### config.mk
export PLATFORM = sky130hd
export DESIGN_NAME = vga_timing_rx_flat
export DESIGN_NICKNAME = d
export VERILOG_FILES = /design/src/rtl/vga_timing_rx_if.sv /design/src/rtl/vga_timing_rx.sv /design/src/flat_wrapper.sv
export SDC_FILE = /design/constraint.sdc
export NUM_CORES = 1
export LEC_CHECK = 0
export BUFFER_PORTS_ARGS = -buffer_cell sky130_fd_sc_hd__buf_2
export CORE_AREA = 4 4 104 106
export DETAILED_ROUTE_END_ITERATION = 10
export DIE_AREA = 0 0 108 110
export GPL_TIMING_DRIVEN = 0
export MAX_ROUTING_LAYER = met4
export PLACE_DENSITY = 0.54
export SETUP_SLACK_MARGIN = 0.05
export SLEW_MARGIN = 20
export SYNTH_ARGS = -nofsm -noshare
export SYNTH_HDL_FRONTEND = slang
export SYNTH_SLANG_ARGS = --single-unit
### constraint.sdc
create_clock -name clk -period 3.84 [get_ports clk]
set_input_delay 0.192 -clock clk [delete_from_list [all_inputs] [get_ports clk]]
set_output_delay 0.192 -clock clk [all_outputs]
set_load 0.01 [all_outputs]
### src/rtl/vga_timing_rx_if.sv
// Sync inputs and recovered-timing outputs of the VGA timing receiver.
// The master side drives the sampled sync pins; the slave side is the receiver.
interface vga_timing_rx_if;
    logic       pix_en;
    logic       hsync;
    logic       vsync;
    logic [9:0] x;
    logic [9:0] y;
    logic       active;
    logic       locked;
    logic       frame_tick;
    logic       h_err;
    logic       v_err;

    modport master (
        output pix_en, hsync, vsync,
        input  x, y, active, locked, frame_tick, h_err, v_err
    );

    modport slave (
        input  pix_en, hsync, vsync,
        output x, y, active, locked, frame_tick, h_err, v_err
    );
endinterface

### src/rtl/vga_timing_rx.sv
// Receive-side VGA timing monitor: recovers x/y from hsync/vsync, checks line and
// frame lengths, and reports lock after a run of clean frames.
module vga_timing_rx #(
    parameter int unsigned H_TOTAL     = 800,
    parameter int unsigned H_SYNC      = 96,
    parameter int unsigned H_BP        = 48,
    parameter int unsigned H_ACT       = 640,
    parameter int unsigned V_TOTAL     = 521,
    parameter int unsigned V_SYNC      = 2,
    parameter int unsigned V_BP        = 29,
    parameter int unsigned V_ACT       = 480,
    parameter int unsigned LOCK_FRAMES = 2
) (
    input  logic           clk,
    input  logic           rst,
    vga_timing_rx_if.slave bus
);
    localparam int unsigned GW = $clog2(LOCK_FRAMES + 1);

    localparam logic [9:0]    CNT_MAX   = '1;
    localparam logic [9:0]    CNT_NEAR  = 10'd1022;
    localparam logic [9:0]    H_LAST    = 10'(H_TOTAL - 1);
    localparam logic [9:0]    V_LAST    = 10'(V_TOTAL - 1);
    localparam logic [9:0]    X_START   = 10'(H_SYNC + H_BP);
    localparam logic [9:0]    X_END     = 10'(H_SYNC + H_BP + H_ACT);
    localparam logic [9:0]    Y_START   = 10'(V_SYNC + V_BP);
    localparam logic [9:0]    Y_END     = 10'(V_SYNC + V_BP + V_ACT);
    localparam logic [GW-1:0] GOOD_LOCK = GW'(LOCK_FRAMES);

    typedef enum logic [1:0] {SEARCH, ACQUIRE, LOCKED} rxState;

    rxState        state, stateNext;
    logic [9:0]    hcnt, hcntNext;
    logic [9:0]    vcnt, vcntNext;
    logic          prevH, prevV;
    logic          vpend, vpendNext;
    logic          hSeen, hSeenNext;
    logic          vSeen, vSeenNext;
    logic          frameBad, frameBadNext;
    logic [GW-1:0] good, goodNext, goodInc;

    logic          hFall, vFall, frameStart;
    logic          hErr, vErr, timeout, anyErr, toSearch;
    logic          lockedNext, activeNext;
    logic [9:0]    xNext, yNext;

    logic [9:0]    xR, yR;
    logic          activeR, lockedR, frameTickR, hErrR, vErrR;

    assign bus.x          = xR;
    assign bus.y          = yR;
    assign bus.active     = activeR;
    assign bus.locked     = lockedR;
    assign bus.frame_tick = frameTickR;
    assign bus.h_err      = hErrR;
    assign bus.v_err      = vErrR;

    // Edge detection and counters; only committed on pix_en samples.
    always_comb begin
        hFall      = prevH & ~bus.hsync;
        vFall      = prevV & ~bus.vsync;
        frameStart = hFall & (vFall | vpend);
        hErr       = hFall & hSeen & (hcnt != H_LAST);
        timeout    = hFall & ~frameStart & (vcnt == CNT_NEAR);
        vErr       = (frameStart & vSeen & (vcnt != V_LAST)) | timeout;
        anyErr     = hErr | vErr;

        hcntNext = hcnt;
        if (hFall)                hcntNext = '0;
        else if (hcnt != CNT_MAX) hcntNext = hcnt + 10'd1;

        vcntNext = vcnt;
        if (frameStart)                    vcntNext = '0;
        else if (hFall && vcnt != CNT_MAX) vcntNext = vcnt + 10'd1;

        vpendNext = frameStart ? 1'b0 : (vpend | vFall);
    end

    always_comb begin
        stateNext    = state;
        goodNext     = good;
        frameBadNext = frameBad;
        toSearch     = 1'b0;
        goodInc      = good + GW'(1);

        case (state)
            SEARCH: begin
                if (timeout) begin
                    toSearch = 1'b1;
                end else if (frameStart) begin
                    stateNext    = ACQUIRE;
                    goodNext     = '0;
                    frameBadNext = 1'b0;
                end
            end
            ACQUIRE: begin
                if (timeout) begin
                    toSearch = 1'b1;
                end else if (frameStart) begin
                    // An error anywhere in the frame just closed voids its credit.
                    frameBadNext = 1'b0;
                    if (frameBad | anyErr) begin
                        goodNext = '0;
                    end else begin
                        goodNext = goodInc;
                        if (goodInc == GOOD_LOCK) stateNext = LOCKED;
                    end
                end else if (anyErr) begin
                    goodNext     = '0;
                    frameBadNext = 1'b1;
                end
            end
            LOCKED: begin
                if (anyErr) toSearch = 1'b1;
            end
            default: toSearch = 1'b1;
        endcase

        if (toSearch) stateNext = SEARCH;

        // Edge history restarts on SEARCH entry so the first interval is not judged.
        hSeenNext = toSearch ? 1'b0 : (hSeen | hFall);
        vSeenNext = toSearch ? 1'b0 : (vSeen | frameStart);

        lockedNext = (stateNext == LOCKED);
        activeNext = lockedNext
                   && (hcntNext >= X_START) && (hcntNext < X_END)
                   && (vcntNext >= Y_START) && (vcntNext < Y_END);
        xNext = activeNext ? (hcntNext - X_START) : '0;
        yNext = activeNext ? (vcntNext - Y_START) : '0;
    end

    always_ff @(posedge clk) begin
        if (rst) begin
            state      <= SEARCH;
            hcnt       <= '0;
            vcnt       <= '0;
            prevH      <= 1'b1;
            prevV      <= 1'b1;
            vpend      <= 1'b0;
            hSeen      <= 1'b0;
            vSeen      <= 1'b0;
            frameBad   <= 1'b0;
            good       <= '0;
            xR         <= '0;
            yR         <= '0;
            activeR    <= 1'b0;
            lockedR    <= 1'b0;
            frameTickR <= 1'b0;
            hErrR      <= 1'b0;
            vErrR      <= 1'b0;
        end else begin
            frameTickR <= 1'b0;
            hErrR      <= 1'b0;
            vErrR      <= 1'b0;
            if (bus.pix_en) begin
                state      <= stateNext;
                hcnt       <= hcntNext;
                vcnt       <= vcntNext;
                prevH      <= bus.hsync;
                prevV      <= bus.vsync;
                vpend      <= vpendNext;
                hSeen      <= hSeenNext;
                vSeen      <= vSeenNext;
                frameBad   <= frameBadNext;
                good       <= goodNext;
                xR         <= xNext;
                yR         <= yNext;
                activeR    <= activeNext;
                lockedR    <= lockedNext;
                frameTickR <= frameStart;
                hErrR      <= hErr;
                vErrR      <= vErr;
            end
        end
    end
endmodule

### src/flat_wrapper.sv
// flat-port wrapper written by rule: the top's interface ports become plain ports
module vga_timing_rx_flat 
#(
    parameter int unsigned H_TOTAL     = 800,
    parameter int unsigned H_SYNC      = 96,
    parameter int unsigned H_BP        = 48,
    parameter int unsigned H_ACT       = 640,
    parameter int unsigned V_TOTAL     = 521,
    parameter int unsigned V_SYNC      = 2,
    parameter int unsigned V_BP        = 29,
    parameter int unsigned V_ACT       = 480,
    parameter int unsigned LOCK_FRAMES = 2
)
  (clk, rst, bus_pix_en, bus_hsync, bus_vsync, bus_x, bus_y, bus_active, bus_locked, bus_frame_tick, bus_h_err, bus_v_err);
  vga_timing_rx_if bus_i ();
  input  logic clk;
  input  logic rst;
  input wire logic [$bits(bus_i.pix_en)-1:0] bus_pix_en;
  input wire logic [$bits(bus_i.hsync)-1:0] bus_hsync;
  input wire logic [$bits(bus_i.vsync)-1:0] bus_vsync;
  output wire logic [$bits(bus_i.x)-1:0] bus_x;
  output wire logic [$bits(bus_i.y)-1:0] bus_y;
  output wire logic [$bits(bus_i.active)-1:0] bus_active;
  output wire logic [$bits(bus_i.locked)-1:0] bus_locked;
  output wire logic [$bits(bus_i.frame_tick)-1:0] bus_frame_tick;
  output wire logic [$bits(bus_i.h_err)-1:0] bus_h_err;
  output wire logic [$bits(bus_i.v_err)-1:0] bus_v_err;
  assign bus_i.pix_en = bus_pix_en;
  assign bus_i.hsync = bus_hsync;
  assign bus_i.vsync = bus_vsync;
  assign bus_x = bus_i.x;
  assign bus_y = bus_i.y;
  assign bus_active = bus_i.active;
  assign bus_locked = bus_i.locked;
  assign bus_frame_tick = bus_i.frame_tick;
  assign bus_h_err = bus_i.h_err;
  assign bus_v_err = bus_i.v_err;
  vga_timing_rx #(.H_TOTAL(H_TOTAL), .H_SYNC(H_SYNC), .H_BP(H_BP), .H_ACT(H_ACT), .V_TOTAL(V_TOTAL), .V_SYNC(V_SYNC), .V_BP(V_BP), .V_ACT(V_ACT), .LOCK_FRAMES(LOCK_FRAMES)) u_core (.clk(clk), .rst(rst), .bus(bus_i));
endmodule
* Word level (Yosys, flattened, before mapping)
Cells that the tools add are included.
** Storage, ports and cells
- Register bits after elaboration :: 55
- Logic and storage cells :: 101
- Memory bits (read-only) :: 0
- Latch bits :: 0
- Input bits :: 5
- Bits in writable memories :: 0
- Output and inout port bits :: 25
- Memories kept :: 0
** Cells by class
- Multiply operators :: 0
- Muxes and demuxes :: 33
- Shifts and indexed selects :: 0
- Reduce and logical (&&, ||, !) cells :: 10
- Add/sub/neg operators :: 5
- Equality and inequality tests :: 13
- Divide/modulo/power cells :: 0
- Bitwise logic cells :: 19
- Magnitude comparators :: 4
** Operator list (number)
- $mux W10 :: 6
- $ne A10 B10 Y1 const B :: 4
- $mux W2 :: 13
- $add A10 B1 Y10 const B :: 2
- $eq A10 B10 Y1 const B :: 1
- $ge A10 B5 Y1 const B :: 1
- $ge A10 B8 Y1 const B :: 1
- $lt A10 B10 Y1 const B :: 1
- $lt A10 B9 Y1 const B :: 1
- $mux W1 :: 10
- $sub A10 B5 Y10 const B :: 1
- $sub A10 B8 Y10 const B :: 1
- $and A1 B1 Y1 :: 9
- $pmux W2 S2 :: 2
- $eq A2 B2 Y1 const B :: 3
- $or A1 B1 Y1 :: 6
- $reduce_and A6 Y1 :: 1
- $logic_and A1 B1 Y1 :: 5
- $ne A2 B2 Y1 const B :: 2
- $not A1 Y1 :: 4
- $pmux W1 S2 :: 2
- $reduce_or A2 Y1 :: 2
- $ne A3 B1 Y1 const B :: 1
- $add A2 B1 Y2 const B :: 1
- 4 further kinds :: 4

* Logic depth before layout (Yosys ltp)
- Depth in word-level cells :: 21
- Depth in mapped cells :: 13
- Mapped depth without buffers :: 11

* Least setup slack after synthesis
Ideal clock, no wire load.
- Kind :: reg-to-reg
- Start :: reg u_core.hcnt[0]
- End :: reg u_core.xR[7] (netlist: u_core.bus.x[7])
- Data required time :: 3.771 ns
- Arrival time :: 2.691 ns
- Path slack :: 1.081 ns
- Period minus slack after synthesis :: 2.759 ns
- Cell stages (with the launch flop) :: 12
- Setup time :: 0.069 ns
- Buffers on the path :: 1
- Cell sequence :: dfxtp_1 -> ha_1 -> nand3_1 -> nor3_2 -> o21ai_0 -> ha_1 -> o31ai_1 -> a211oi_1 -> o31a_1 -> a2111o_1 -> buf_6 -> o21ai_1
** On the way
- Word-level cells in the longest chain between the ends :: 15
- Elaborated cells between the ends (all ways) :: 24
- Classes of those cells :: 2 x add/sub; 2 x order compare; 3 x eq/ne; 10 x mux; 3 x bitwise; 4 x reduce/logical
** RTL lines
- start: declaration :: RTL line vga_timing_rx.sv:33 : logic [9:0] hcnt, hcntNext;
- start signal: assignment :: RTL line vga_timing_rx.sv:158 : hcnt <= hcntNext;
- parallel branches: the longest is 14 deep, another holds $add A10 B1 Y10
- $mux W10 (*) :: RTL line vga_timing_rx.sv:129 : xNext = activeNext ? (hcntNext - X_START) : '0;
- end signal: assignment :: RTL line vga_timing_rx.sv:167 : xR <= xNext;
- end: declaration :: RTL line vga_timing_rx.sv:47 : logic [9:0] xR, yR;
Mark *: on every way between the ends.
A chain may end at the register's enable or synchronous reset.

* Worst setup path in the final report
Same ends and word-level chain as after synthesis.

==> impl_metrics.csv <==
group,metric,value,unit
worst_setup_path,regToRegEndpoint,"u_core.bus.x[7]$_SDFFE_PP0P_",
timing,hold_viol,0,
timing,fin_crit_sh,88.5,%
run,cap_violations,0,
finish,multi_input_comb_area,1940,µm²
synthesis,avgSynthCellArea,8.30,µm²
timing,worst_pin_slew,0.765,ns
timing,drv_slew,0,
timing,slew_headroom,49.0,%
min_path,worst_hold_path_type,"input port to flip-flop",
finish,utilization,37.2,%
clocking,cts_made_buffers,5,
timing,setup_violations,0,
worst_setup_path,r2r_start,"u_core.hcnt[0]$_SDFFE_PP0P_",
min_path,hold_path.startpoint,"bus_vsync",
timing,fin_skew,0.0124,ns
clocking,cts.sinks,55,
placed_design,dp_slack,0.450,ns
finish,stdcell_area,3630,µm²
die,die_area,11900,µm²
finish,diodes,0,
clocking,cts_tree,"yes",
placed_design,dpl.hpwl,6.21,mm
clocking,ctsHtreeMaxLevel,2,
worst_setup_path,start_kind,"flip-flop",
min_path,holdPathEnd,"u_core.prevV$_SDFFE_PP1P_",
global_routing,grt_first_pass_wirelength,14.0,mm
placed_design,placed_area,3520,µm²
worst_setup_path,cp_max_fo,10,
routing,drtAntennaViolNets,0,
power_and_ir_drop,p_per_area,294,nW/µm²
global_routing,antenna_found_initial,0,
worst_setup_path,endpoint_kind,"flip-flop",
finish,mostFrequentLayoutCells,"dfxtp_1, nand2_1, buf_2",
global_routing,grt_pass1_vias,2779,
min_path,hold_depth,2,
routing,routedWlPerCell,14.9,µm
die,die_h,110,µm
worst_setup_path,critical_path_class,"flip-flop to flip-flop",
synthesis,synth_top_cell_by_area,"dfxtp_1",
routing,num_vias,2914,
synthesis,ys_types,67,
routing,via_per_inst,5.23,
synthesis,synth_nets,400,
die,initial_utilization,32.8,%
synthesis,ys_ff_latch,55,
clocking,path_clk_slew,0.10,ns
global_routing,grt.total_usage,15.1,%
timing,fin_tns_setup,0,ns
routing,drt_iter0_markers,130,
synthesis,synth.top_cell.area_share,34.3,%
worst_setup_path,rr_worst_depth,11,
power_and_ir_drop,p_leak,1.37,nW
synthesis,syn_inst,387,
synthesis,async_reset_ff_share,0,%
synthesis,yosys_warnings,0,
finish,n_fill_cell,1044,
power_and_ir_drop,ir_worst_vdd,0.144,mV
clocking,postCtsSetupBuffers,0,
finish,seq_area,1100,µm²
worst_setup_path,crit_required,4.09,ns
clocking,clock_latency,0.31,ns
finish,drive_above_1_share,16.0,%
routing,routed_wl,8.28,mm
outcome,status,"finished clean",
worst_setup_path,rrSetupSlack,0.44,ns
clocking,ctsResizeCount,0,
die,pin_count,30,
timing,max_freq,0.294,GHz
synthesis,synth.yosys.seq_area_share,34.3,%
timing,fin_crit,3.40,ns
synthesis,synth-edff-count,0,
die,row_count,36,
routing,drc_errors,0,
global_routing,grt_max_degree,18,
timing,timing.final.ws_setup,0.442,ns
synthesis,netlist_area,3210,µm²
finish,area_growth,13.2,%
die,chipWidth,108,µm
global_routing,grt_remaining_overflow,0,
finish,layout.nets,436,
placed_design,port_buffers,29,
synthesis,synth_ff_type,"dfxtp_1",
placed_design,gp_congestion,0.877,
die,coreArea,9770,µm²
clocking,clockBufferDepth,2,
timing,rsz0062_at_grt,"false",
worst_setup_path,crit_arrival,3.64,ns
clocking,hold_buffers,0,
finish,final_common_cell,"dfxtp_1",
synthesis,ys_top_cells_by_area,"dfxtp_1, mux2i_1, nand2_1, nor2_1, ha_1",
routing,dr.pass1.iters,5,
clocking,cts_root_buf,"clkbuf_8",
[stage by stage]
stage	cells	hold slack, ns	total power, mW
detailed placement	549	0.435	0.684
CTS	557	0.118	1.08
global route	557	0.130	1.12
finish	557	0.121	1.07
floorplan	387	0.314	0.656
global placement	549	0.426	0.682
[kinds of logic after synthesis]
kind of cell / share of synthesized area (%)
compound gates: 20.5
xor+xnor: 3.27
fa+ha+maj: 3.12
buf+inv: 5.22
flops: 34.3
mux: 5.73
simple gates: 27.9
[state kept, by name, indices dropped and copies added (netlist names), 2 cells and up]
signal / flops
u_core.bus.x: 10
u_core.hcnt: 10
u_core.good: 2
u_core.bus.y: 10
u_core.vcnt: 10
u_core.state: 2
[synthesized netlist by cell type (all sizes together), types with 3 or more instances]
library cell   n
nor2          35
inv           12
ha             8
nand3         13
nand2         40
o21ai         29
xor2           4
a31oi          7
dfxtp         55
nand4          8
clkbuf        12
nor3           7
a21oi         18
and4           6
and3          10
and2           3
a211oi         9
nand2b        14
mux2           3
a41oi          3
nor2b          8
nor3b          3
mux2i         15
buf           13
xnor2          8
nand3b         4
or2            4
[metal layers]
| layer | routed length, µm | share of wire, % | up-vias | track usage (%) |
|---|---|---|---|---|
| met5 | 0 | 0 | - | - |
| met4 | 91 | 1.1 | 0 | 4.60 |
| met3 | 455 | 5.5 | 11 | 2.50 |
| met2 | 3560 | 43 | 78 | 22.5 |
| met1 | 4170 | 50 | 1358 | 21.1 |
| li1 | - | - | 1467 | - |
[worst max-delay path by stage]
stage,endpoint,startpoint,slack (ns),cells past startpoint
6_report,u_core.bus.x[7]$_SDFFE_PP0P_,u_core.hcnt[0]$_SDFFE_PP0P_,0.44,11
5_1_grt,u_core.bus.x[7]$_SDFFE_PP0P_,u_core.hcnt[0]$_SDFFE_PP0P_,0.14,11
4_1_cts,u_core.bus.x[7]$_SDFFE_PP0P_,u_core.hcnt[0]$_SDFFE_PP0P_,0.43,11
3_5_place_dp,u_core.bus.x[7]$_SDFFE_PP0P_,u_core.hcnt[0]$_SDFFE_PP0P_,0.45,11
3_3_place_gp,u_core.bus.y[6]$_SDFFE_PP0P_,bus_hsync,0.46,13
2_1_floorplan,u_core.bus.x[7]$_SDFFE_PP0P_,u_core.hcnt[0]$_SDFFE_PP0P_,1.08,11
[power by group]
part,internal (mW),total (mW),switching [mW],leakage (nW)
sequential,0.577,0.584,0.00718,0.444
combinational,0.0287,0.0871,0.0584,0.869
clock,0.198,0.397,0.200,0.0558
total,0.803,1.07,0.265,1.37
[layout make-up]
cell class | instances | share of cell area, %
multi-input combinational | 295 | 53.4
sequential | 55 | 30.3
tap | 133 | 4.58
timing repair buffer | 29 | 3.99
buffer | 25 | 3.37
clock buffer | 6 | 2.00
inverter | 12 | 1.24
clock inverter | 2 | 1.07
[critical path: stages, from the launching register on]
cell and delay [ns]:
dfxtp_1 0.49, ha_1 0.35, nand3_1 0.24, nor3_2 0.50
o21ai_0 0.33, ha_1 0.29, o31ai_1 0.12, a211oi_1 0.14
o31a_1 0.16, a2111o_1 0.42, buf_6 0.17, o21ai_1 0.14
No activity file was read; power rests on OpenSTA's default activity.
